--- src/rtl/xor_keystream_decoder_if.sv ---
// Stream/control bundle for xor_keystream_decoder.
//   master : side that drives encoded beats, seeds and m_ready (upstream DMA + sink)
//   slave  : the decoder itself
// Signals:
//   seed_i/seed_load          keystream seed and one-cycle load strobe
//   s_data/s_valid/s_last     encoded input beat, s_ready back-pressure
//   m_data/m_valid/m_last     plaintext output beat, m_ready from downstream
//   csum_o/csum_valid         per-packet XOR checksum and its update pulse
//   seed_err                  sticky rejected-seed flag
interface xor_keystream_decoder_if #(
  parameter int unsigned DATA_W = 64
) ();

  logic [DATA_W-1:0] seed_i;
  logic              seed_load;

  logic [DATA_W-1:0] s_data;
  logic              s_valid;
  logic              s_last;
  logic              s_ready;

  logic [DATA_W-1:0] m_data;
  logic              m_valid;
  logic              m_last;
  logic              m_ready;

  logic [DATA_W-1:0] csum_o;
  logic              csum_valid;
  logic              seed_err;

  modport master (
    output seed_i, seed_load, s_data, s_valid, s_last, m_ready,
    input  s_ready, m_data, m_valid, m_last, csum_o, csum_valid, seed_err
  );

  modport slave (
    input  seed_i, seed_load, s_data, s_valid, s_last, m_ready,
    output s_ready, m_data, m_valid, m_last, csum_o, csum_valid, seed_err
  );

endinterface

--- src/rtl/xor_keystream_decoder.sv ---
// Streaming XOR-keystream decoder. Each beat of a packet is XORed with a
// xorshift64 keystream that restarts from the loaded seed at every packet
// boundary; a per-packet XOR checksum of the recovered plaintext is reported.
// Ports:
//   clk  : single clock
//   rst  : asynchronous active-high reset
//   bus  : xor_keystream_decoder_if.slave (seed, input stream, output stream,
//          checksum, seed error flag)
// Output is a single register slice with 1-cycle latency; s_ready depends
// only on the slice state and m_ready, never on s_valid.
module xor_keystream_decoder #(
  parameter int unsigned DATA_W = 64
) (
  input logic                  clk,
  input logic                  rst,
  xor_keystream_decoder_if.slave bus
);

  typedef enum logic [1:0] {StUnseeded, StIdle, StActive} state_e;

  state_e            state_q;
  logic [DATA_W-1:0] seed_q;
  logic [DATA_W-1:0] key_q;
  logic [DATA_W-1:0] run_q;
  logic [DATA_W-1:0] m_data_q;
  logic              m_valid_q;
  logic              m_last_q;
  logic [DATA_W-1:0] csum_q;
  logic              csum_valid_q;
  logic              seed_err_q;

  logic              s_ready;
  logic              accept;
  logic [DATA_W-1:0] plain;
  logic              seed_ok;
  logic              seed_bad;

  // xorshift64 step; shifts are logical and truncate to the beat width.
  function automatic logic [DATA_W-1:0] ks_step(input logic [DATA_W-1:0] x);
    logic [DATA_W-1:0] y;
    y = x ^ (x << 13);
    y = y ^ (y >> 7);
    y = y ^ (y << 17);
    return y;
  endfunction

  always_comb begin
    s_ready  = (state_q != StUnseeded) && (!m_valid_q || bus.m_ready);
    accept   = bus.s_valid && s_ready;
    plain    = bus.s_data ^ key_q;
    // A seed is only taken between packets and never as zero (xorshift
    // would lock up at zero).
    seed_ok  = bus.seed_load && (bus.seed_i != '0) && (state_q != StActive);
    seed_bad = bus.seed_load && !seed_ok;
  end

  always_ff @(posedge clk or posedge rst) begin
    if (rst) begin
      state_q      <= StUnseeded;
      seed_q       <= '0;
      key_q        <= '0;
      run_q        <= '0;
      m_data_q     <= '0;
      m_valid_q    <= 1'b0;
      m_last_q     <= 1'b0;
      csum_q       <= '0;
      csum_valid_q <= 1'b0;
      seed_err_q   <= 1'b0;
    end else begin
      csum_valid_q <= 1'b0;

      if (seed_bad) begin
        seed_err_q <= 1'b1;
      end

      if (accept) begin
        m_data_q  <= plain;
        m_last_q  <= bus.s_last;
        m_valid_q <= 1'b1;
        if (bus.s_last) begin
          csum_q       <= run_q ^ plain;
          csum_valid_q <= 1'b1;
          run_q        <= '0;
          key_q        <= seed_q;
        end else begin
          run_q <= run_q ^ plain;
          key_q <= ks_step(key_q);
        end
      end else if (bus.m_ready) begin
        m_valid_q <= 1'b0;
      end

      // A seed loaded alongside an accepted beat wins over the key update:
      // the current beat already used the old key, the next one starts fresh.
      if (seed_ok) begin
        seed_q <= bus.seed_i;
        key_q  <= bus.seed_i;
      end

      unique case (state_q)
        StUnseeded: if (seed_ok) state_q <= StIdle;
        StIdle:     if (accept && !bus.s_last) state_q <= StActive;
        StActive:   if (accept && bus.s_last) state_q <= StIdle;
        default:    state_q <= StUnseeded;
      endcase
    end
  end

  assign bus.s_ready    = s_ready;
  assign bus.m_data     = m_data_q;
  assign bus.m_valid    = m_valid_q;
  assign bus.m_last     = m_last_q;
  assign bus.csum_o     = csum_q;
  assign bus.csum_valid = csum_valid_q;
  assign bus.seed_err   = seed_err_q;

endmodule

--- src/flat_wrapper.sv ---
// flat-port wrapper written by rule: the top's interface ports become plain ports
module xor_keystream_decoder_flat 
#(
  parameter int unsigned DATA_W = 64
)
  (clk, rst, bus_seed_i, bus_seed_load, bus_s_data, bus_s_valid, bus_s_last, bus_m_ready, bus_s_ready, bus_m_data, bus_m_valid, bus_m_last, bus_csum_o, bus_csum_valid, bus_seed_err);
  xor_keystream_decoder_if #(.DATA_W(DATA_W)) bus_i ();
  input logic clk;
  input logic rst;
  input wire logic [$bits(bus_i.seed_i)-1:0] bus_seed_i;
  input wire logic [$bits(bus_i.seed_load)-1:0] bus_seed_load;
  input wire logic [$bits(bus_i.s_data)-1:0] bus_s_data;
  input wire logic [$bits(bus_i.s_valid)-1:0] bus_s_valid;
  input wire logic [$bits(bus_i.s_last)-1:0] bus_s_last;
  input wire logic [$bits(bus_i.m_ready)-1:0] bus_m_ready;
  output wire logic [$bits(bus_i.s_ready)-1:0] bus_s_ready;
  output wire logic [$bits(bus_i.m_data)-1:0] bus_m_data;
  output wire logic [$bits(bus_i.m_valid)-1:0] bus_m_valid;
  output wire logic [$bits(bus_i.m_last)-1:0] bus_m_last;
  output wire logic [$bits(bus_i.csum_o)-1:0] bus_csum_o;
  output wire logic [$bits(bus_i.csum_valid)-1:0] bus_csum_valid;
  output wire logic [$bits(bus_i.seed_err)-1:0] bus_seed_err;
  assign bus_i.seed_i = bus_seed_i;
  assign bus_i.seed_load = bus_seed_load;
  assign bus_i.s_data = bus_s_data;
  assign bus_i.s_valid = bus_s_valid;
  assign bus_i.s_last = bus_s_last;
  assign bus_i.m_ready = bus_m_ready;
  assign bus_s_ready = bus_i.s_ready;
  assign bus_m_data = bus_i.m_data;
  assign bus_m_valid = bus_i.m_valid;
  assign bus_m_last = bus_i.m_last;
  assign bus_csum_o = bus_i.csum_o;
  assign bus_csum_valid = bus_i.csum_valid;
  assign bus_seed_err = bus_i.seed_err;
  xor_keystream_decoder #(.DATA_W(DATA_W)) u_core (.clk(clk), .rst(rst), .bus(bus_i));
endmodule
--- config.mk ---
export PLATFORM = sky130hd
export DESIGN_NAME = xor_keystream_decoder_flat
export DESIGN_NICKNAME = d
export VERILOG_FILES = /design/src/rtl/xor_keystream_decoder_if.sv /design/src/rtl/xor_keystream_decoder.sv /design/src/flat_wrapper.sv
export SDC_FILE = /design/constraint.sdc
export NUM_CORES = 1
export LEC_CHECK = 0
export BUFFER_PORTS_ARGS = -buffer_cell sky130_fd_sc_hd__clkbuf_2
export CORE_ASPECT_RATIO = 1.2
export CORE_MARGIN = 2
export CORE_UTILIZATION = 52
export DETAILED_ROUTE_END_ITERATION = 7
export PLACE_DENSITY = 0.77
export SYNTH_ARGS = -nofsm -noshare
export SYNTH_HDL_FRONTEND = slang
export SYNTH_SLANG_ARGS = --single-unit
--- constraint.sdc ---
create_clock -name clk -period 12 [get_ports clk]
set_clock_uncertainty 0.05 [all_clocks]
set_input_delay 2.4 -clock clk [delete_from_list [all_inputs] [get_ports clk]]
set_output_delay 2.4 -clock clk [all_outputs]
set_load 0.05 [all_outputs]
==> impl_results.md, run 1 <==
- Row cnt: 72
- Final hold vios: 0
- Slew headroom: 22.9%
- ANT nets after route: 0
- Synthesized netlist cell count: roughly 1,700
- Buffers added on ports: between 200 and 300
- Vias in the first global route: around 14,000
- # DRC: 0
- CTS buffer count: 35
- Place WS: roughly 6.3 ns
- Reg-to-reg critical path startpoint: u_core.state_q[0]$_DFFE_PP0P_
- CP max FO: between 40 and 50
- Total track usage: approximately 29%
- Worst Reg2Reg Path Length in Cells: 6
- Post-Syn Nets: approximately 1,800
- DRT iter0 DRCs: ~1,000
- Run status: completed
- FMAX: between 150 and 200 MHz
- Cts repair resizes: 0
- Yosys reg bits: 326
- Most frequent cells after synthesis: dfrtp_1 (326), o21ai_0 (277), xnor2_1 (221)
- Worst flop-to-flop path endpoint: u_core.key_q[59]$_DFFE_PP0P_
- Slew Limit Fails: 0
- P_leak: 8.67 nW
- Most used DFF post-synth: dfrtp_1
- Placed cell count: approximately 2,200
- Longest Clk Path Bufs: 3
- Crit path from: bus_seed_i[33]
- Pwr Total: approximately 6.6 mW
- Critical path arrival: roughly 5.9 ns
- EDFF count, synth: 0
- RSZ-0062 raised after global routing: no
- Fraction of layout cells with a size suffix above 1: approximately 22%
- CP endpoint: u_core.key_q[8]$_DFFE_PP0P_
- Fin cells: roughly 2,300
- Setup CP Type: input pin to flop
- Reg2reg setup slack: between 8 and 9 ns
- Die Wd: ~170 µm
- Hold crit path type: flop to flop
- Power Dens Cells: 336 nW/µm²
- Starting Density: between 50 and 60%
- 1st-pass router iterations: 5
- Period utilization: a little under half
- Synth async-reset ratio: 100%
- Wirelength per Cell: between 20 and 25 µm
- Die Y: a little over 200 µm
- Final setup viols: 0
- Clock Latency Late Sink: 0.52 ns
- CTS hold repair buffers: 0
- H-tree Lvls: 2
- Final WL: 48.7 mm
- Setup WS post-layout: 6.43 ns
- Area growth, synth to finish: 14.7%
- CP endpoint kind: flop
- IO Pins: roughly 270
- Worst-margin pin slew: 1.16 ns
- Max cap viols: 0
- Yosys cell types: 42
- Initial antenna violation count: 2
- Warnings from Yosys: 0
- Number of vias per cell: 5.95
- Sequential-to-total area share from yosys stat: between 40 and 50%
- Clock sinks: about 330
- Crit path time final: 5.57 ns
- Clk slew on worst S/H paths: ~0.06 ns
- Synth area leader: dfrtp_1
- Largest net degree at the start of global routing: 116
- Placer Congestion: approximately 0.94
- Setup TNS Final: 0 ns
- Top post-synthesis cells by area: dfrtp_1 (48%), xnor2_1 (11%), o21ai_0 (8.1%)
- Std-Cell Core Area: 32,300 µm²
- Global-route wire length before repair: between 70 and 80 mm
- Vias after detailed routing: around 14,000
- Post-DP HPWL: around 34 mm
- Worst hold slack: roughly 0.42 ns
- Mean Syn Cell Area: ~10 µm²
- Root cell of the clock tree: clkbuf_16
- Fillers: between 2,000 and 3,000
- Type of origin of the critical path: input pin
- Mapped cell area: around 17,000 µm²
- Worst VDD drop: between 0.1 and 0.15 mV
- Yosys top cell area share: 47.8%
- Area of the die: 34,300 µm²
- # nets final: 1,999
- Overflow left after global routing: 0
- CTS tree: built
- CP Data Required Time: 12.36 ns
- Setup Fix Bufs, Post-CTS: 0
- Count leader, synth: dfrtp_1
[flip-flops by register name (all words and copies together), names as in the netlist]
register / count
u_core.bus.csum_valid: 1
u_core.bus.m_last: 1
u_core.bus.seed_err: 1
u_core.key_q: 64
u_core.bus.m_valid: 1
u_core.run_q: 64
u_core.bus.m_data: 64
u_core.state_q: 2
u_core.seed_q: 64
u_core.bus.csum_o: 64
[placed cells by master (no fill, tap or decap), drive strengths merged, types with 4 or more instances in the layout]
master,n
dfrtp,326
clkbuf,311
o21ai,277
xnor2,222
nand2,179
xor2,96
nor2,89
mux2,81
o31ai,63
a21oi,27
a31oi,26
nor3,23
o21a,23
buf,17
nor4,17
xnor3,14
o22a,13
o22ai,11
o2bb2ai,10
nor3b,8
a22oi,7
clkinv,7
nand4,5
inv,5
nand2b,4
o211ai,4
xor3,4
bufinv,4
[worst min path at each step]
stage,from,endpoint,slack (ns),cells past startpoint
CTS,u_core.bus.seed_err$_DFFE_PP0P_,u_core.bus.seed_err$_DFFE_PP0P_,0.43,1
finish,u_core.bus.seed_err$_DFFE_PP0P_,u_core.bus.seed_err$_DFFE_PP0P_,0.42,1
detailed placement,u_core.bus.seed_err$_DFFE_PP0P_,u_core.bus.seed_err$_DFFE_PP0P_,0.41,1
global placement,u_core.bus.seed_err$_DFFE_PP0P_,u_core.bus.seed_err$_DFFE_PP0P_,0.39,1
global route,u_core.bus.csum_o[41]$_DFFE_PP0P_,u_core.bus.csum_o[41]$_DFFE_PP0P_,0.45,2
floorplan,u_core.seed_q[59]$_DFFE_PP0P_,u_core.seed_q[59]$_DFFE_PP0P_,0.40,1
[cell type report]
type,instances,area (µm²),share of cell area (%)
clock buffers,46,977,4.99
repair buffers,282,1450,7.43
well taps,407,509,2.60
clock inverters,14,179,0.914
flip-flops and latches,326,8160,41.7
diodes,2,5.00,0.0256
inverters,4,22.5,0.115
multi-input cells,1216,8270,42.2
[critical path: stages]
cell	delay, ns
clkbuf_2	0.13
nor4_1	0.83
nand4_1	0.50
nor4_4	0.38
buf_4	0.33
or2_2	0.33
buf_4	0.58
mux2_2	0.41
[per-layer routing]
metal	part of all wire [%]	track usage [%]	vias to the layer above
li1	-	-	6155
met1	42	39.1	6688
met2	45	43.7	655
met3	7.2	4.83	158
met4	5.5	14.8	0
met5	0	0	-
[stage by stage]
step | util, % | cell area (µm²)
4_1_cts | 60.7 | 19600
2_1_floorplan | - | 17100
3_5_place_dp | 57.1 | 18400
6_report | 60.7 | 19600
5_1_grt | 60.7 | 19600
3_3_place_gp | 57.1 | 18400
[power by group]
group | internal (mW) | switching (mW) | leakage (nW)
Combinational | 1.28 | 2.14 | 4.11
Clock | 0.659 | 0.449 | 0.569
Sequential | 1.52 | 0.529 | 3.99
[logic make-up after synthesis]
family / synth area share (%)
compound gates: 15.9
xor+xnor: 18.8
simple gates: 8.25
flops: 47.8
buf+inv: 3.94
mux: 5.34
Power figures use the tool's default switching activity.
==> run 2: changes to the inputs <==
--- a/config.mk
+++ b/config.mk
@@ -8,9 +8,9 @@
 export BUFFER_PORTS_ARGS = -buffer_cell sky130_fd_sc_hd__clkbuf_2
 export CORE_ASPECT_RATIO = 1.2
 export CORE_MARGIN = 2
-export CORE_UTILIZATION = 52
+export CORE_UTILIZATION = 58
 export DETAILED_ROUTE_END_ITERATION = 7
-export PLACE_DENSITY = 0.77
+export PLACE_DENSITY = 0.81
 export SYNTH_ARGS = -nofsm -noshare
 export SYNTH_HDL_FRONTEND = slang
 export SYNTH_SLANG_ARGS = --single-unit
==> constraint.sdc (replaced) <==
create_clock -name clk -period 5.6 [get_ports clk]
set_clock_uncertainty 0.05 [all_clocks]
set_input_delay 1.12 -clock clk [delete_from_list [all_inputs] [get_ports clk]]
set_output_delay 1.12 -clock clk [all_outputs]
set_load 0.05 [all_outputs]
==> impl_results.md, run 2 (synthesis results as in run 1) <==
- Slew headroom: 42.0% (+19 points)
- DRT iter0 DRCs: 1,283 (+23%)
- Final Util: 68.0% (+7.3 points)
- Overflow left after global routing: 0 (unchanged)
- Die Y: 192 µm (-5.2%)
- Fraction of layout cells with a size suffix above 1: 22.2% (unchanged)
- Critical path arrival: 4.24 ns (-1.69 ns)
- Power Dens Cells: 724 nW/µm² (+120%)
- ANT nets after route: 0 (unchanged)
- Wirelength per Cell: 21.3 µm (+0.49%)
- Global-route wire length before repair: 75.2 mm (-1.0%)
- Leading cell type in the layout, fill and taps excluded: dfrtp_1
- CTS hold repair buffers: 0 (unchanged)
- Type of origin of the critical path: input pin
- Total track usage: 31.5% (+3.0 points)
- Slew Limit Fails: 0 (unchanged)
- Buffers added on ports: 266 (unchanged)
- Multi-input logic area: 8270 µm² (unchanged)
- Worst Reg2Reg Path Length in Cells: 5 (-1)
- H-tree Lvls: 2 (unchanged)
- # DRC: 0 (unchanged)
- Run status: completed
- Final WL: 48.5 mm (-0.43%)
- Final hold vios: 0 (unchanged)
- Clock Latency Late Sink: 0.51 ns (about the same)
- P_leak: 8.70 nW (+0.30%)
- Max cap viols: 0 (unchanged)
- Die Wd: 161 µm (-5.2%)
- Vias after detailed routing: 13,800 (+1.4%)
- Final setup viols: 0 (unchanged)
- Hold crit path type: flop to flop
- Initial antenna violation count: 3 (+1)
- Placer Congestion: 0.935 (about the same)
- Area of the die: 30,800 µm² (-10%)
- Fin cells: 2,276 (-0.91%)
- Worst hold slack: 0.412 ns (-0.0117 ns)
- Clock sinks: 326 (unchanged)
- Starting Density: 59.2% (+6.3 points)
- Largest net degree at the start of global routing: 153 (+32%)
- CTS tree: built
- Setup TNS Final: 0 ns (unchanged)
- Setup Fix Bufs, Post-CTS: 0 (unchanged)
- Commonest non-fill, non-tap cells in the layout: dfrtp_1 (326), o21ai_0 (277), clkbuf_2 (265), xnor2_1 (221), nand2_1 (178)
- # nets final: 2,001 (+0.10%)
- Place WS: 1.27 ns (-5.04 ns)
- Setup CP Type: input pin to flop
- Longest Clk Path Bufs: 3 (unchanged)
- Setup WS post-layout: 1.69 ns (-4.74 ns)
- IO Pins: 267 (unchanged)
- Cts repair resizes: 0 (unchanged)
- Fillers: 2,182 (-19%)
- Std-Cell Core Area: 28,800 µm² (-11%)
- Clk slew on worst S/H paths: 0.06 ns (about the same)
- Worst VDD drop: 0.398 mV (+180%)
- 1st-pass router iterations: 6 (+1)
- Vias in the first global route: 13,700 (+0.21%)
- Post-DP HPWL: 34.0 mm (-0.46%)
- Worst-margin pin slew: 0.870 ns (-0.285 ns)
- RSZ-0062 raised after global routing: no
- Row cnt: 68 (-5.6%)
- Area growth, synth to finish: 14.8%
- Root cell of the clock tree: clkbuf_16
- FMAX: 256 MHz
- CP max FO: 33 (-28%)
- WHS Path Cells: 1 (unchanged)
- CP endpoint kind: flop
- CP Data Required Time: 5.93 ns (-6.43 ns)
- Crit path time final: 3.91 ns
- Register area: 8160 µm² (unchanged)
- Period utilization: approximately 70%
- CTS buffer count: 36 (+2.9%)
- Number of vias per cell: 6.08 (+2.3%)
- Placed cell count: 2,214 (-0.94%)
-- run 2: power breakdown --
group,switching (mW),internal [mW]
combinational,4.64,2.76
clock,0.941,1.43
sequential,1.15,3.26
-- run 2: critical path, cell delays in order --
cell and delay [ns]:
clkbuf_2 0.11, nor4_1 0.74, nand4_1 0.39, nor4_4 0.62, or2_2 0.77, buf_4 0.35
a31oi_1 0.13
-- run 2: layer usage --
metal  vias up  track usage [%]  part of all wire [%]
met5         -                0                     0
met4         0             17.4                   5.9
met3       187             6.72                   9.2
met2       757             49.5                    46
met1      6740             41.1                    39
li1       6160                -                     -
-- run 2: per-stage QoR --
step	cell area (µm²)	power (mW)
2_1_floorplan	17100	9.81
4_1_cts	19600	14.1
5_1_grt	19600	14.9
6_report	19600	14.2
3_3_place_gp	18400	11.5
3_5_place_dp	18400	11.7
-- run 2: area by class of cell --
class | count | area share [%]
diodes | 3 | 0.0383
clock buffers | 49 | 5.31
clock inverters | 10 | 0.658
inverters | 4 | 0.0958
multi-input cells | 1216 | 42.2
flip-flops and latches | 326 | 41.6
well taps | 385 | 2.46
repair buffers | 283 | 7.65
-- run 2: path summary, 6_finish.rpt --
kind	startpoint	end	slack, ns
max	bus_seed_i[33]	u_core.key_q[57]$_DFFE_PP0P_	1.69
min	u_core.bus.seed_err$_DFFE_PP0P_	u_core.bus.seed_err$_DFFE_PP0P_	0.41
max reg2reg	u_core.state_q[0]$_DFFE_PP0P_	u_core.seed_q[23]$_DFFE_PP0P_	2.63
min reg2reg	u_core.bus.seed_err$_DFFE_PP0P_	u_core.bus.seed_err$_DFFE_PP0P_	0.41
max in group asynchronous	rst	u_core.key_q[51]$_DFFE_PP0P_	3.56
min in group asynchronous	rst	u_core.bus.m_last$_DFFE_PP0P_	0.67
